### config.mk
export PLATFORM = sky130hd
export DESIGN_NAME = mem_access_stage_flat
export DESIGN_NICKNAME = d
export VERILOG_FILES = /design/src/rtl/mem_access_stage_if.sv /design/src/rtl/mem_access_stage.sv /design/src/flat_wrapper.sv
export SDC_FILE = /design/constraint.sdc
export NUM_CORES = 1
export LEC_CHECK = 0
export ABC_AREA = 1
export BUFFER_PORTS_ARGS = -buffer_cell sky130_fd_sc_hd__buf_2
export CAP_MARGIN = 20
export CORE_UTILIZATION = 25
export CTS_CLUSTER_DIAMETER = 40
export DETAILED_ROUTE_END_ITERATION = 7
export SETUP_SLACK_MARGIN = 0.02
export SYNTH_ARGS = -nofsm -noshare
export SYNTH_HDL_FRONTEND = slang
export SYNTH_SLANG_ARGS = --single-unit
### constraint.sdc
create_clock -name clk -period 2.62 [get_ports clk]
set_input_delay 0.131 -clock clk [delete_from_list [all_inputs] [get_ports clk]]
set_output_delay 0.131 -clock clk [all_outputs]
set_load 0.01 [all_outputs]
### src/rtl/mem_access_stage_if.sv
// Bundle of the MEM stage's EX/MEM-side inputs, data-memory port and WB-side outputs.
// The slave view belongs to the stage; the master view belongs to whatever surrounds it.
interface mem_access_stage_if;
  logic        in_valid;
  logic        in_ready;
  logic        flush;
  logic        MemRead;
  logic        MemWrite;
  logic [1:0]  mem_size;
  logic        mem_unsigned;
  logic        RegWrite;
  logic [4:0]  rd;
  logic [1:0]  DatatoReg;
  logic [31:0] pc_4;
  logic [31:0] lui_32;
  logic [31:0] ALU_result;
  logic [31:0] store_data;

  logic        dmem_req;
  logic        dmem_we;
  logic [31:0] dmem_addr;
  logic [3:0]  dmem_be;
  logic [31:0] dmem_wdata;
  logic        dmem_ack;
  logic [31:0] dmem_rdata;

  logic        wb_valid;
  logic        wb_RegWrite;
  logic [4:0]  wb_rd;
  logic [1:0]  wb_DatatoReg;
  logic [31:0] wb_pc_4;
  logic [31:0] wb_lui_32;
  logic [31:0] wb_mem_data_out;
  logic [31:0] wb_ALU_result;
  logic        addr_err;
  logic        bus_err;

  modport slave (
    input  in_valid, flush, MemRead, MemWrite, mem_size, mem_unsigned, RegWrite, rd,
           DatatoReg, pc_4, lui_32, ALU_result, store_data, dmem_ack, dmem_rdata,
    output in_ready, dmem_req, dmem_we, dmem_addr, dmem_be, dmem_wdata,
           wb_valid, wb_RegWrite, wb_rd, wb_DatatoReg, wb_pc_4, wb_lui_32,
           wb_mem_data_out, wb_ALU_result, addr_err, bus_err
  );

  modport master (
    output in_valid, flush, MemRead, MemWrite, mem_size, mem_unsigned, RegWrite, rd,
           DatatoReg, pc_4, lui_32, ALU_result, store_data, dmem_ack, dmem_rdata,
    input  in_ready, dmem_req, dmem_we, dmem_addr, dmem_be, dmem_wdata,
           wb_valid, wb_RegWrite, wb_rd, wb_DatatoReg, wb_pc_4, wb_lui_32,
           wb_mem_data_out, wb_ALU_result, addr_err, bus_err
  );
endinterface

### src/rtl/mem_access_stage.sv
// MEM stage with MEM/WB register: one instruction per handshake, req/ack data-memory
// access with lane alignment, misalignment trap and access timeout.
module mem_access_stage #(
  parameter int unsigned TIMEOUT = 16,
  parameter int unsigned CNT_W   = 5
) (
  input  logic              clk,
  input  logic              reset,
  mem_access_stage_if.slave bus
);

  typedef enum logic {IDLE, BUSY} state_e;

  localparam logic [CNT_W-1:0] CNT_LAST = CNT_W'(TIMEOUT - 1);

  state_e           state_q, state_d;
  logic [CNT_W-1:0] cnt_q, cnt_d;
  logic             flush_q, flush_d;

  logic        re_q, re_d;
  logic        we_q, we_d;
  logic        uns_q, uns_d;
  logic        rw_q, rw_d;
  logic [1:0]  size_q, size_d;
  logic [1:0]  dtr_q, dtr_d;
  logic [4:0]  rd_q, rd_d;
  logic [31:0] pc4_q, pc4_d;
  logic [31:0] lui_q, lui_d;
  logic [31:0] alu_q, alu_d;
  logic [31:0] wdata_q, wdata_d;
  logic [3:0]  be_q, be_d;

  logic        wb_valid_q, wb_valid_d;
  logic        wb_rw_q, wb_rw_d;
  logic [4:0]  wb_rd_q, wb_rd_d;
  logic [1:0]  wb_dtr_q, wb_dtr_d;
  logic [31:0] wb_pc4_q, wb_pc4_d;
  logic [31:0] wb_lui_q, wb_lui_d;
  logic [31:0] wb_mem_q, wb_mem_d;
  logic [31:0] wb_alu_q, wb_alu_d;
  logic        addr_err_q, addr_err_d;
  logic        bus_err_q, bus_err_d;

  logic        is_mem;
  logic        misaligned;
  logic [3:0]  in_be;
  logic [31:0] in_wdata;
  logic [7:0]  byte_sel;
  logic [15:0] half_sel;
  logic [31:0] load_data;
  logic        squash;
  logic        busy;

  // Lane decode of the incoming instruction, captured at accept.
  always_comb begin
    is_mem     = bus.MemRead | bus.MemWrite;
    misaligned = 1'b0;
    in_be      = 4'b1111;
    in_wdata   = bus.store_data;
    case (bus.mem_size)
      2'b00: begin
        in_be    = 4'b0001 << bus.ALU_result[1:0];
        in_wdata = {4{bus.store_data[7:0]}};
      end
      2'b01: begin
        misaligned = bus.ALU_result[0];
        in_be      = bus.ALU_result[1] ? 4'b1100 : 4'b0011;
        in_wdata   = {2{bus.store_data[15:0]}};
      end
      default: misaligned = |bus.ALU_result[1:0];
    endcase
    if (!bus.MemWrite) in_wdata = '0;
  end

  // Load lane extraction uses the captured address/size, read data arrives with ack.
  always_comb begin
    byte_sel  = 8'(bus.dmem_rdata >> {alu_q[1:0], 3'b000});
    half_sel  = 16'(bus.dmem_rdata >> {alu_q[1], 4'b0000});
    load_data = bus.dmem_rdata;
    case (size_q)
      2'b00:   load_data = uns_q ? {24'b0, byte_sel} : {{24{byte_sel[7]}}, byte_sel};
      2'b01:   load_data = uns_q ? {16'b0, half_sel} : {{16{half_sel[15]}}, half_sel};
      default: load_data = bus.dmem_rdata;
    endcase
  end

  always_comb begin
    state_d    = state_q;
    cnt_d      = cnt_q;
    flush_d    = flush_q;
    re_d       = re_q;
    we_d       = we_q;
    uns_d      = uns_q;
    rw_d       = rw_q;
    size_d     = size_q;
    dtr_d      = dtr_q;
    rd_d       = rd_q;
    pc4_d      = pc4_q;
    lui_d      = lui_q;
    alu_d      = alu_q;
    wdata_d    = wdata_q;
    be_d       = be_q;
    wb_valid_d = 1'b0;
    addr_err_d = 1'b0;
    bus_err_d  = 1'b0;
    wb_rw_d    = wb_rw_q;
    wb_rd_d    = wb_rd_q;
    wb_dtr_d   = wb_dtr_q;
    wb_pc4_d   = wb_pc4_q;
    wb_lui_d   = wb_lui_q;
    wb_mem_d   = wb_mem_q;
    wb_alu_d   = wb_alu_q;
    squash     = flush_q | bus.flush;

    case (state_q)
      IDLE: begin
        if (bus.in_valid && !bus.flush) begin
          if (!is_mem || misaligned) begin
            wb_valid_d = 1'b1;
            addr_err_d = is_mem;
            wb_rw_d    = bus.RegWrite & ~is_mem;
            wb_rd_d    = bus.rd;
            wb_dtr_d   = bus.DatatoReg;
            wb_pc4_d   = bus.pc_4;
            wb_lui_d   = bus.lui_32;
            wb_alu_d   = bus.ALU_result;
            wb_mem_d   = '0;
          end else begin
            state_d = BUSY;
            cnt_d   = '0;
            flush_d = 1'b0;
            re_d    = bus.MemRead;
            we_d    = bus.MemWrite;
            uns_d   = bus.mem_unsigned;
            rw_d    = bus.RegWrite;
            size_d  = bus.mem_size;
            dtr_d   = bus.DatatoReg;
            rd_d    = bus.rd;
            pc4_d   = bus.pc_4;
            lui_d   = bus.lui_32;
            alu_d   = bus.ALU_result;
            wdata_d = in_wdata;
            be_d    = in_be;
          end
        end
      end
      BUSY: begin
        flush_d = squash;
        // Ack wins over timeout when both land on the same cycle.
        if (bus.dmem_ack || cnt_q == CNT_LAST) begin
          state_d    = IDLE;
          cnt_d      = '0;
          wb_valid_d = 1'b1;
          bus_err_d  = ~bus.dmem_ack;
          wb_rw_d    = rw_q & ~squash & bus.dmem_ack;
          wb_mem_d   = (re_q && bus.dmem_ack) ? load_data : '0;
          wb_rd_d    = rd_q;
          wb_dtr_d   = dtr_q;
          wb_pc4_d   = pc4_q;
          wb_lui_d   = lui_q;
          wb_alu_d   = alu_q;
        end else begin
          cnt_d = cnt_q + CNT_W'(1);
        end
      end
      default: state_d = IDLE;
    endcase
  end

  always_ff @(posedge clk) begin
    if (reset) begin
      state_q    <= IDLE;
      cnt_q      <= '0;
      flush_q    <= 1'b0;
      re_q       <= 1'b0;
      we_q       <= 1'b0;
      uns_q      <= 1'b0;
      rw_q       <= 1'b0;
      size_q     <= '0;
      dtr_q      <= '0;
      rd_q       <= '0;
      pc4_q      <= '0;
      lui_q      <= '0;
      alu_q      <= '0;
      wdata_q    <= '0;
      be_q       <= '0;
      wb_valid_q <= 1'b0;
      wb_rw_q    <= 1'b0;
      wb_rd_q    <= '0;
      wb_dtr_q   <= '0;
      wb_pc4_q   <= '0;
      wb_lui_q   <= '0;
      wb_mem_q   <= '0;
      wb_alu_q   <= '0;
      addr_err_q <= 1'b0;
      bus_err_q  <= 1'b0;
    end else begin
      state_q    <= state_d;
      cnt_q      <= cnt_d;
      flush_q    <= flush_d;
      re_q       <= re_d;
      we_q       <= we_d;
      uns_q      <= uns_d;
      rw_q       <= rw_d;
      size_q     <= size_d;
      dtr_q      <= dtr_d;
      rd_q       <= rd_d;
      pc4_q      <= pc4_d;
      lui_q      <= lui_d;
      alu_q      <= alu_d;
      wdata_q    <= wdata_d;
      be_q       <= be_d;
      wb_valid_q <= wb_valid_d;
      wb_rw_q    <= wb_rw_d;
      wb_rd_q    <= wb_rd_d;
      wb_dtr_q   <= wb_dtr_d;
      wb_pc4_q   <= wb_pc4_d;
      wb_lui_q   <= wb_lui_d;
      wb_mem_q   <= wb_mem_d;
      wb_alu_q   <= wb_alu_d;
      addr_err_q <= addr_err_d;
      bus_err_q  <= bus_err_d;
    end
  end

  assign busy                = (state_q == BUSY);
  assign bus.in_ready        = (state_q == IDLE);
  assign bus.dmem_req        = busy;
  assign bus.dmem_we         = busy & we_q;
  assign bus.dmem_addr       = busy ? {alu_q[31:2], 2'b00} : '0;
  assign bus.dmem_be         = busy ? be_q : '0;
  assign bus.dmem_wdata      = busy ? wdata_q : '0;
  assign bus.wb_valid        = wb_valid_q;
  assign bus.wb_RegWrite     = wb_rw_q;
  assign bus.wb_rd           = wb_rd_q;
  assign bus.wb_DatatoReg    = wb_dtr_q;
  assign bus.wb_pc_4         = wb_pc4_q;
  assign bus.wb_lui_32       = wb_lui_q;
  assign bus.wb_mem_data_out = wb_mem_q;
  assign bus.wb_ALU_result   = wb_alu_q;
  assign bus.addr_err        = addr_err_q;
  assign bus.bus_err         = bus_err_q;

endmodule

### src/flat_wrapper.sv
// flat-port wrapper written by rule: the top's interface ports become plain ports
module mem_access_stage_flat 
#(
  parameter int unsigned TIMEOUT = 16,
  parameter int unsigned CNT_W   = 5
)
  (clk, reset, bus_in_valid, bus_flush, bus_MemRead, bus_MemWrite, bus_mem_size, bus_mem_unsigned, bus_RegWrite, bus_rd, bus_DatatoReg, bus_pc_4, bus_lui_32, bus_ALU_result, bus_store_data, bus_dmem_ack, bus_dmem_rdata, bus_in_ready, bus_dmem_req, bus_dmem_we, bus_dmem_addr, bus_dmem_be, bus_dmem_wdata, bus_wb_valid, bus_wb_RegWrite, bus_wb_rd, bus_wb_DatatoReg, bus_wb_pc_4, bus_wb_lui_32, bus_wb_mem_data_out, bus_wb_ALU_result, bus_addr_err, bus_bus_err);
  mem_access_stage_if bus_i ();
  input  logic clk;
  input  logic reset;
  input wire logic [$bits(bus_i.in_valid)-1:0] bus_in_valid;
  input wire logic [$bits(bus_i.flush)-1:0] bus_flush;
  input wire logic [$bits(bus_i.MemRead)-1:0] bus_MemRead;
  input wire logic [$bits(bus_i.MemWrite)-1:0] bus_MemWrite;
  input wire logic [$bits(bus_i.mem_size)-1:0] bus_mem_size;
  input wire logic [$bits(bus_i.mem_unsigned)-1:0] bus_mem_unsigned;
  input wire logic [$bits(bus_i.RegWrite)-1:0] bus_RegWrite;
  input wire logic [$bits(bus_i.rd)-1:0] bus_rd;
  input wire logic [$bits(bus_i.DatatoReg)-1:0] bus_DatatoReg;
  input wire logic [$bits(bus_i.pc_4)-1:0] bus_pc_4;
  input wire logic [$bits(bus_i.lui_32)-1:0] bus_lui_32;
  input wire logic [$bits(bus_i.ALU_result)-1:0] bus_ALU_result;
  input wire logic [$bits(bus_i.store_data)-1:0] bus_store_data;
  input wire logic [$bits(bus_i.dmem_ack)-1:0] bus_dmem_ack;
  input wire logic [$bits(bus_i.dmem_rdata)-1:0] bus_dmem_rdata;
  output wire logic [$bits(bus_i.in_ready)-1:0] bus_in_ready;
  output wire logic [$bits(bus_i.dmem_req)-1:0] bus_dmem_req;
  output wire logic [$bits(bus_i.dmem_we)-1:0] bus_dmem_we;
  output wire logic [$bits(bus_i.dmem_addr)-1:0] bus_dmem_addr;
  output wire logic [$bits(bus_i.dmem_be)-1:0] bus_dmem_be;
  output wire logic [$bits(bus_i.dmem_wdata)-1:0] bus_dmem_wdata;
  output wire logic [$bits(bus_i.wb_valid)-1:0] bus_wb_valid;
  output wire logic [$bits(bus_i.wb_RegWrite)-1:0] bus_wb_RegWrite;
  output wire logic [$bits(bus_i.wb_rd)-1:0] bus_wb_rd;
  output wire logic [$bits(bus_i.wb_DatatoReg)-1:0] bus_wb_DatatoReg;
  output wire logic [$bits(bus_i.wb_pc_4)-1:0] bus_wb_pc_4;
  output wire logic [$bits(bus_i.wb_lui_32)-1:0] bus_wb_lui_32;
  output wire logic [$bits(bus_i.wb_mem_data_out)-1:0] bus_wb_mem_data_out;
  output wire logic [$bits(bus_i.wb_ALU_result)-1:0] bus_wb_ALU_result;
  output wire logic [$bits(bus_i.addr_err)-1:0] bus_addr_err;
  output wire logic [$bits(bus_i.bus_err)-1:0] bus_bus_err;
  assign bus_i.in_valid = bus_in_valid;
  assign bus_i.flush = bus_flush;
  assign bus_i.MemRead = bus_MemRead;
  assign bus_i.MemWrite = bus_MemWrite;
  assign bus_i.mem_size = bus_mem_size;
  assign bus_i.mem_unsigned = bus_mem_unsigned;
  assign bus_i.RegWrite = bus_RegWrite;
  assign bus_i.rd = bus_rd;
  assign bus_i.DatatoReg = bus_DatatoReg;
  assign bus_i.pc_4 = bus_pc_4;
  assign bus_i.lui_32 = bus_lui_32;
  assign bus_i.ALU_result = bus_ALU_result;
  assign bus_i.store_data = bus_store_data;
  assign bus_i.dmem_ack = bus_dmem_ack;
  assign bus_i.dmem_rdata = bus_dmem_rdata;
  assign bus_in_ready = bus_i.in_ready;
  assign bus_dmem_req = bus_i.dmem_req;
  assign bus_dmem_we = bus_i.dmem_we;
  assign bus_dmem_addr = bus_i.dmem_addr;
  assign bus_dmem_be = bus_i.dmem_be;
  assign bus_dmem_wdata = bus_i.dmem_wdata;
  assign bus_wb_valid = bus_i.wb_valid;
  assign bus_wb_RegWrite = bus_i.wb_RegWrite;
  assign bus_wb_rd = bus_i.wb_rd;
  assign bus_wb_DatatoReg = bus_i.wb_DatatoReg;
  assign bus_wb_pc_4 = bus_i.wb_pc_4;
  assign bus_wb_lui_32 = bus_i.wb_lui_32;
  assign bus_wb_mem_data_out = bus_i.wb_mem_data_out;
  assign bus_wb_ALU_result = bus_i.wb_ALU_result;
  assign bus_addr_err = bus_i.addr_err;
  assign bus_bus_err = bus_i.bus_err;
  mem_access_stage #(.TIMEOUT(TIMEOUT), .CNT_W(CNT_W)) u_core (.clk(clk), .reset(reset), .bus(bus_i));
endmodule
== Word level (Yosys, flattened, before mapping) ==
Cells that the tools add are included.
Word-level totals
  memory bits (read-only): 0
  bits of input ports: 178
  bits in latches: 0
  output and inout bits: 210
  bits in registers: 291
  memory bits (writable): 0
  word-level logic and storage cells: 118
  memories: 0
Cells by class
  div/mod/pow operators: 0
  shift operators: 3
  multipliers: 0
  add/subtract/negate cells: 1
  muxes and demuxes: 55
  reductions and logical operators: 14
  $lt $le $gt $ge: 0
  eq/ne operators: 7
  bitwise logic cells: 13
Operators with widths (count)
  32-bit 2-to-1 mux: 18
  32-bit one-hot mux with 2 select lines: 6
  32-bit by 5-bit >> shifter with 16-bit output: 1
  32-bit by 5-bit >> shifter with 8-bit output: 1
  5-bit 2-to-1 mux: 6
  5-bit one-hot mux with 2 select lines: 2
  1-bit 2-to-1 mux: 11
  1-bit one-hot mux with 2 select lines: 5
  4-bit 2-to-1 mux: 2
  4-bit one-hot mux with 2 select lines: 1
  1-bit inverter: 7
  2-bit 2-to-1 mux: 3
  3-bit AND reduction: 2
  5-bit by 1-bit adder with 5-bit output (second input constant): 1
  5-bit by 4-bit equality test with 1-bit output (second input constant): 1
  1-bit bitwise AND: 4
  2-bit by 1-bit equality test with 1-bit output (second input constant): 2
  2-bit logical NOT: 2
  2-bit by 1-bit != test with 1-bit output (second input constant): 2
  2-bit != test (second input constant): 2
  2-bit one-hot mux with 2 select lines: 1
  4-bit OR reduction: 1
  1-bit by 2-bit << shifter with 4-bit output (first input constant): 1
  3-bit OR reduction: 1
  other kinds (6): 10

== Logic depth before layout (Yosys ltp) ==
  depth after elaboration: 6
  gate-level depth with buffers: 12
  mapped depth without buffers: 10

== Least setup slack after synthesis ==
Ideal clock, no wire load.
  kind: register -> register
  from: reg u_core.cnt_q[0]
  to: reg u_core.wb_lui_q[13], in the netlist u_core.bus.wb_lui_32[13]
  stages on the path, launching flop included: 13
  setup time: 69 ps
  data required time: 2551 ps
  setup slack: 729 ps
  path buffers: 2
  period minus slack after synthesis: 1891 ps
  arrival: 1822 ps
  cell sequence: dfxtp_1 -> ha_1 -> inv_1 -> nor3_1 -> ha_1 -> or2_1 -> nand2_1 -> nand2_1 -> a21oi_4 -> buf_4 -> buf_4 -> nand2_1 -> o21ai_1
On the way
  word-level cells in the longest chain between the ends: 4
Ends and longest elaborated chain
  start: declaration: line mem_access_stage.sv:17  | logic [CNT_W-1:0] cnt_q, cnt_d;
  start signal: assignment: line mem_access_stage.sv:199  | cnt_q <= cnt_d;
  5-bit by 4-bit equality test with 1-bit output: line mem_access_stage.sv:150  | if (bus.dmem_ack || cnt_q == CNT_LAST) begin
  1-bit logical OR: line mem_access_stage.sv:150
  2-bit != test (no source line)
  3-bit AND reduction (no source line)
  end signal: assignment: line mem_access_stage.sv:218  | wb_lui_q <= wb_lui_d;
  end: declaration: line mem_access_stage.sv:38  | logic [31:0] wb_lui_q, wb_lui_d;
Every way passes these cells.
A chain may end at the register's enable or synchronous reset.

== Worst setup path in the final report ==
  from: reg u_core.cnt_q[0]
  to: reg u_core.wb_pc4_q[24], in the netlist u_core.bus.wb_pc_4[24]
On the way
  word-level cells in the longest chain between the ends: 4
Ends and longest elaborated chain
  5-bit by 4-bit equality test with 1-bit output: line mem_access_stage.sv:150
  1-bit logical OR: line mem_access_stage.sv:150
  2-bit != test (no source line)
  3-bit AND reduction (no source line)
  end signal: assignment: line mem_access_stage.sv:217  | wb_pc4_q <= wb_pc4_d;
  end: declaration: line mem_access_stage.sv:37  | logic [31:0] wb_pc4_q, wb_pc4_d;
Every way passes these cells.

==> results.tsv <==
metric	value	unit
crit-reg2reg-launch	u_core.cnt_q[0]	
fp.coreArea	47800	sq um
dieHeight	223	microns
fp.dieW	223	microns
cp_slowest_stage_delay	0.34	ns
start_kind	flop	
min_period_over_period	83.9	%
powerDensity	751	nW/um^2
place_area	14600	sq um
cp.required	3.13	ns
clk_pin_slew	0.05	ns
first_pass_iters	8	
yosysWarnings	0	
ios	388	
wirelength	43100	microns
r2r-end	u_core.bus.wb_pc_4[24]	
cts_tree	yes	
final_util	38.8	%
fmax	455	MHz
num_rows	80	
dp.cells	2597	
drive_gt1_share	23.2	%
cts_sinks	291	
finClkSkew	0.0134	ns
syn_inst	1684	
clockRootBuffer	clkbuf_16	
dp_hpwl	27700	microns
peakVddDrop	0.403	mV
grt_start_max_net_pins	110	
numCtsBuffers	57	
start_util	25.4	%
p_comb_share	9.3	%
fin_area	18600	sq um
synth-seq-cells	291	
seq_power_share	33.6	%
total_power	13.9	mW
internal_power	10.5	mW
hold_viol_final	0	
crit_family	simple AND/OR/NAND/NOR gates	
p_leak	8.89	nW
overflow	0	
final_common_cell	nand2_1	
track_usage	16.7	%
clk_latency	0.59	ns
final_cell_mix	nand2_1 (623), buf_2 (384), dfxtp_1 (290), dlygate4sd3_1 (183), a21oi_1 (154)	
critical_path_arrival	2.70	ns
cp_max_fo	77	
cp_common_cell	nand2_1	
floorplan.die_area	49500	sq um
instances_no_fill	2890	
via_per_inst	4.60	
final_antenna_net_count	0	
num_vias	13300	
hold-path-endpoint	u_core.wdata_q[16]	
cap_viol_max_count	0	
slowest_stage	buf_12	
cts.htree.levels	2	
drv_slew	0	
dp_slack	0.469	ns
power_switching	3.48	mW
finalNetCount	2404	
tightest_slew	0.747	ns
status	finished clean	
endpoint_kind	flop	
period_needed	2.20	ns
hp-start	bus_mem_size[1]	
r2r_slack	0.42	ns
syn_avg_cell_area	7.22	sq um
cp_cell_sequence	ha_1 > inv_1 > nor3_1 > ha_1 > or2_1 > nand2_1 > nand2_1 > a21oi_4 > buf_12 > nand2_1 > o21ai_1	
setup_viol	0	
ys_seq_area_share	47.9	%
worst-path-buf-inv	2	
rsz0062_at_grt	no	
area_growth	52.7	%
gp_congestion	0.878	
yosysUniqueCellTypes	31	
hold_depth	5	
r2r_cells	11	
clockBufferDepth	3	
layout_setup_ws	0.423	ns
tns	0	ns
portBuffers	385	
path_class	reg2reg	
drt_iter0_markers	880	
swShare	24.9	%
fin_hold_ws	0.0525	ns
antenna_found_initial	3	
hold_class	in2reg	
wl_per_cell	14.9	microns
netlist_area	12200	sq um
grt_pass1_vias	12600	
clockPowerShare	57.1	%
grt_pass1_wl	66800	microns
cts_setup_buffers	0	
timing.slew.headroom	50.2	%
drcViolationCount	0	
==> synthesized netlist by cell type (all sizes together) <==
cell / instances / area share [%]
o211a: 4 / 0.33
ha: 2 / 0.21
mux2i: 68 / 5.6
buf: 54 / 2.6
dfxtp: 291 / 48
xor2: 1 / 0.072
nor3: 4 / 0.16
clkbuf: 55 / 1.7
or2: 1 / 0.051
conb: 1 / 0.031
o21ai: 153 / 6.3
o211ai: 1 / 0.062
inv: 108 / 3.3
nand4: 4 / 0.21
nand3: 58 / 2.4
nand2: 628 / 20
clkinv: 2 / 0.062
a211oi: 1 / 0.062
nor2: 93 / 3.0
a21oi: 155 / 6.5
==> registers in the layout (all words and copies together), names as in the netlist, 2 cells and up <==
register / count
u_core.bus.wb_DatatoReg: 2
u_core.rd_q: 5
u_core.bus.wb_lui_32: 32
u_core.bus.wb_pc_4: 32
u_core.alu_q: 32
u_core.be_q: 4
u_core.dtr_q: 2
u_core.wdata_q: 32
u_core.cnt_q: 5
u_core.lui_q: 32
u_core.pc4_q: 32
u_core.bus.wb_ALU_result: 32
u_core.size_q: 2
u_core.bus.wb_rd: 5
u_core.bus.wb_mem_data_out: 32
==> cell families (layout without fill, tap and decap cells) <==
| group | Yosys count | count (layout) | share of synthesized area (%) |
|---|---|---|---|
| compound gates | 314 | 314 | 13.2 |
| xor+xnor | 1 | 1 | 0.0720 |
| fa+ha+maj | 2 | 2 | 0.206 |
| buf+inv | 219 | 807 | 7.64 |
| flops | 291 | 291 | 47.9 |
| mux | 68 | 68 | 5.60 |
| other cells | 1 | 4 | 0.0308 |
| simple gates | 788 | 788 | 25.3 |
==> power groups by stage <==
stage          logic, mW  registers (mW)  clock network [mW]
2_1_floorplan      0.556            4.80                   0
3_3_place_gp        1.05            4.76                   0
3_5_place_dp        1.06            4.77                   0
4_1_cts             1.29            4.68                8.12
5_1_grt             1.42            4.70                8.32
6_report            1.30            4.68                7.97
==> how the worst max path moves through the flow <==
stage | startpoint | end | depth (start not counted)
6_report | u_core.cnt_q[0] | u_core.bus.wb_pc_4[24] | 11
5_1_grt | u_core.cnt_q[0] | u_core.bus.wb_lui_32[22] | 11
4_1_cts | u_core.cnt_q[0] | u_core.bus.wb_pc_4[29] | 11
3_5_place_dp | u_core.cnt_q[0] | u_core.bus.wb_ALU_result[16] | 11
3_3_place_gp | bus_mem_size[1] | u_core.wdata_q[29] | 11
2_1_floorplan | u_core.cnt_q[0] | u_core.bus.wb_lui_32[13] | 12
==> worst min-delay path, stage by stage <==
cell and delay (ns):
buf_2 0.19, nand2_1 0.08, o21ai_0 0.07, nand3_1 0.08, nand2_1 0.05
==> cell type report <==
| cell class | instances | area (sq um) |
|---|---|---|
| diodes | 2 | 5.00 |
| clock buffers | 67 | 1560 |
| clock inverters | 41 | 558 |
| fillers | 4799 | 29300 |
| inverters | 110 | 415 |
| multi-input cells | 1175 | 5420 |
| flip-flops and latches | 291 | 5830 |
| well taps | 615 | 769 |
| repair buffers | 589 | 4020 |
==> per-layer routing <==
layer  track usage [%]  vias up  part of all wire [%]
met4              6.92        2                   3.6
met2              28.1      518                    48
met5                 0        -                 0.023
met1              20.2     6159                    42
li1                  -     6481                     -
met3              4.07      127                   6.8
==> timing repair <==
item | 4_1_cts | 5_1_grt
hold buffers | 183 | 0
hold endpoints to repair | 279 | 0
gates resized for setup | 0 | 0
No activity file was read; power rests on OpenSTA's default activity.
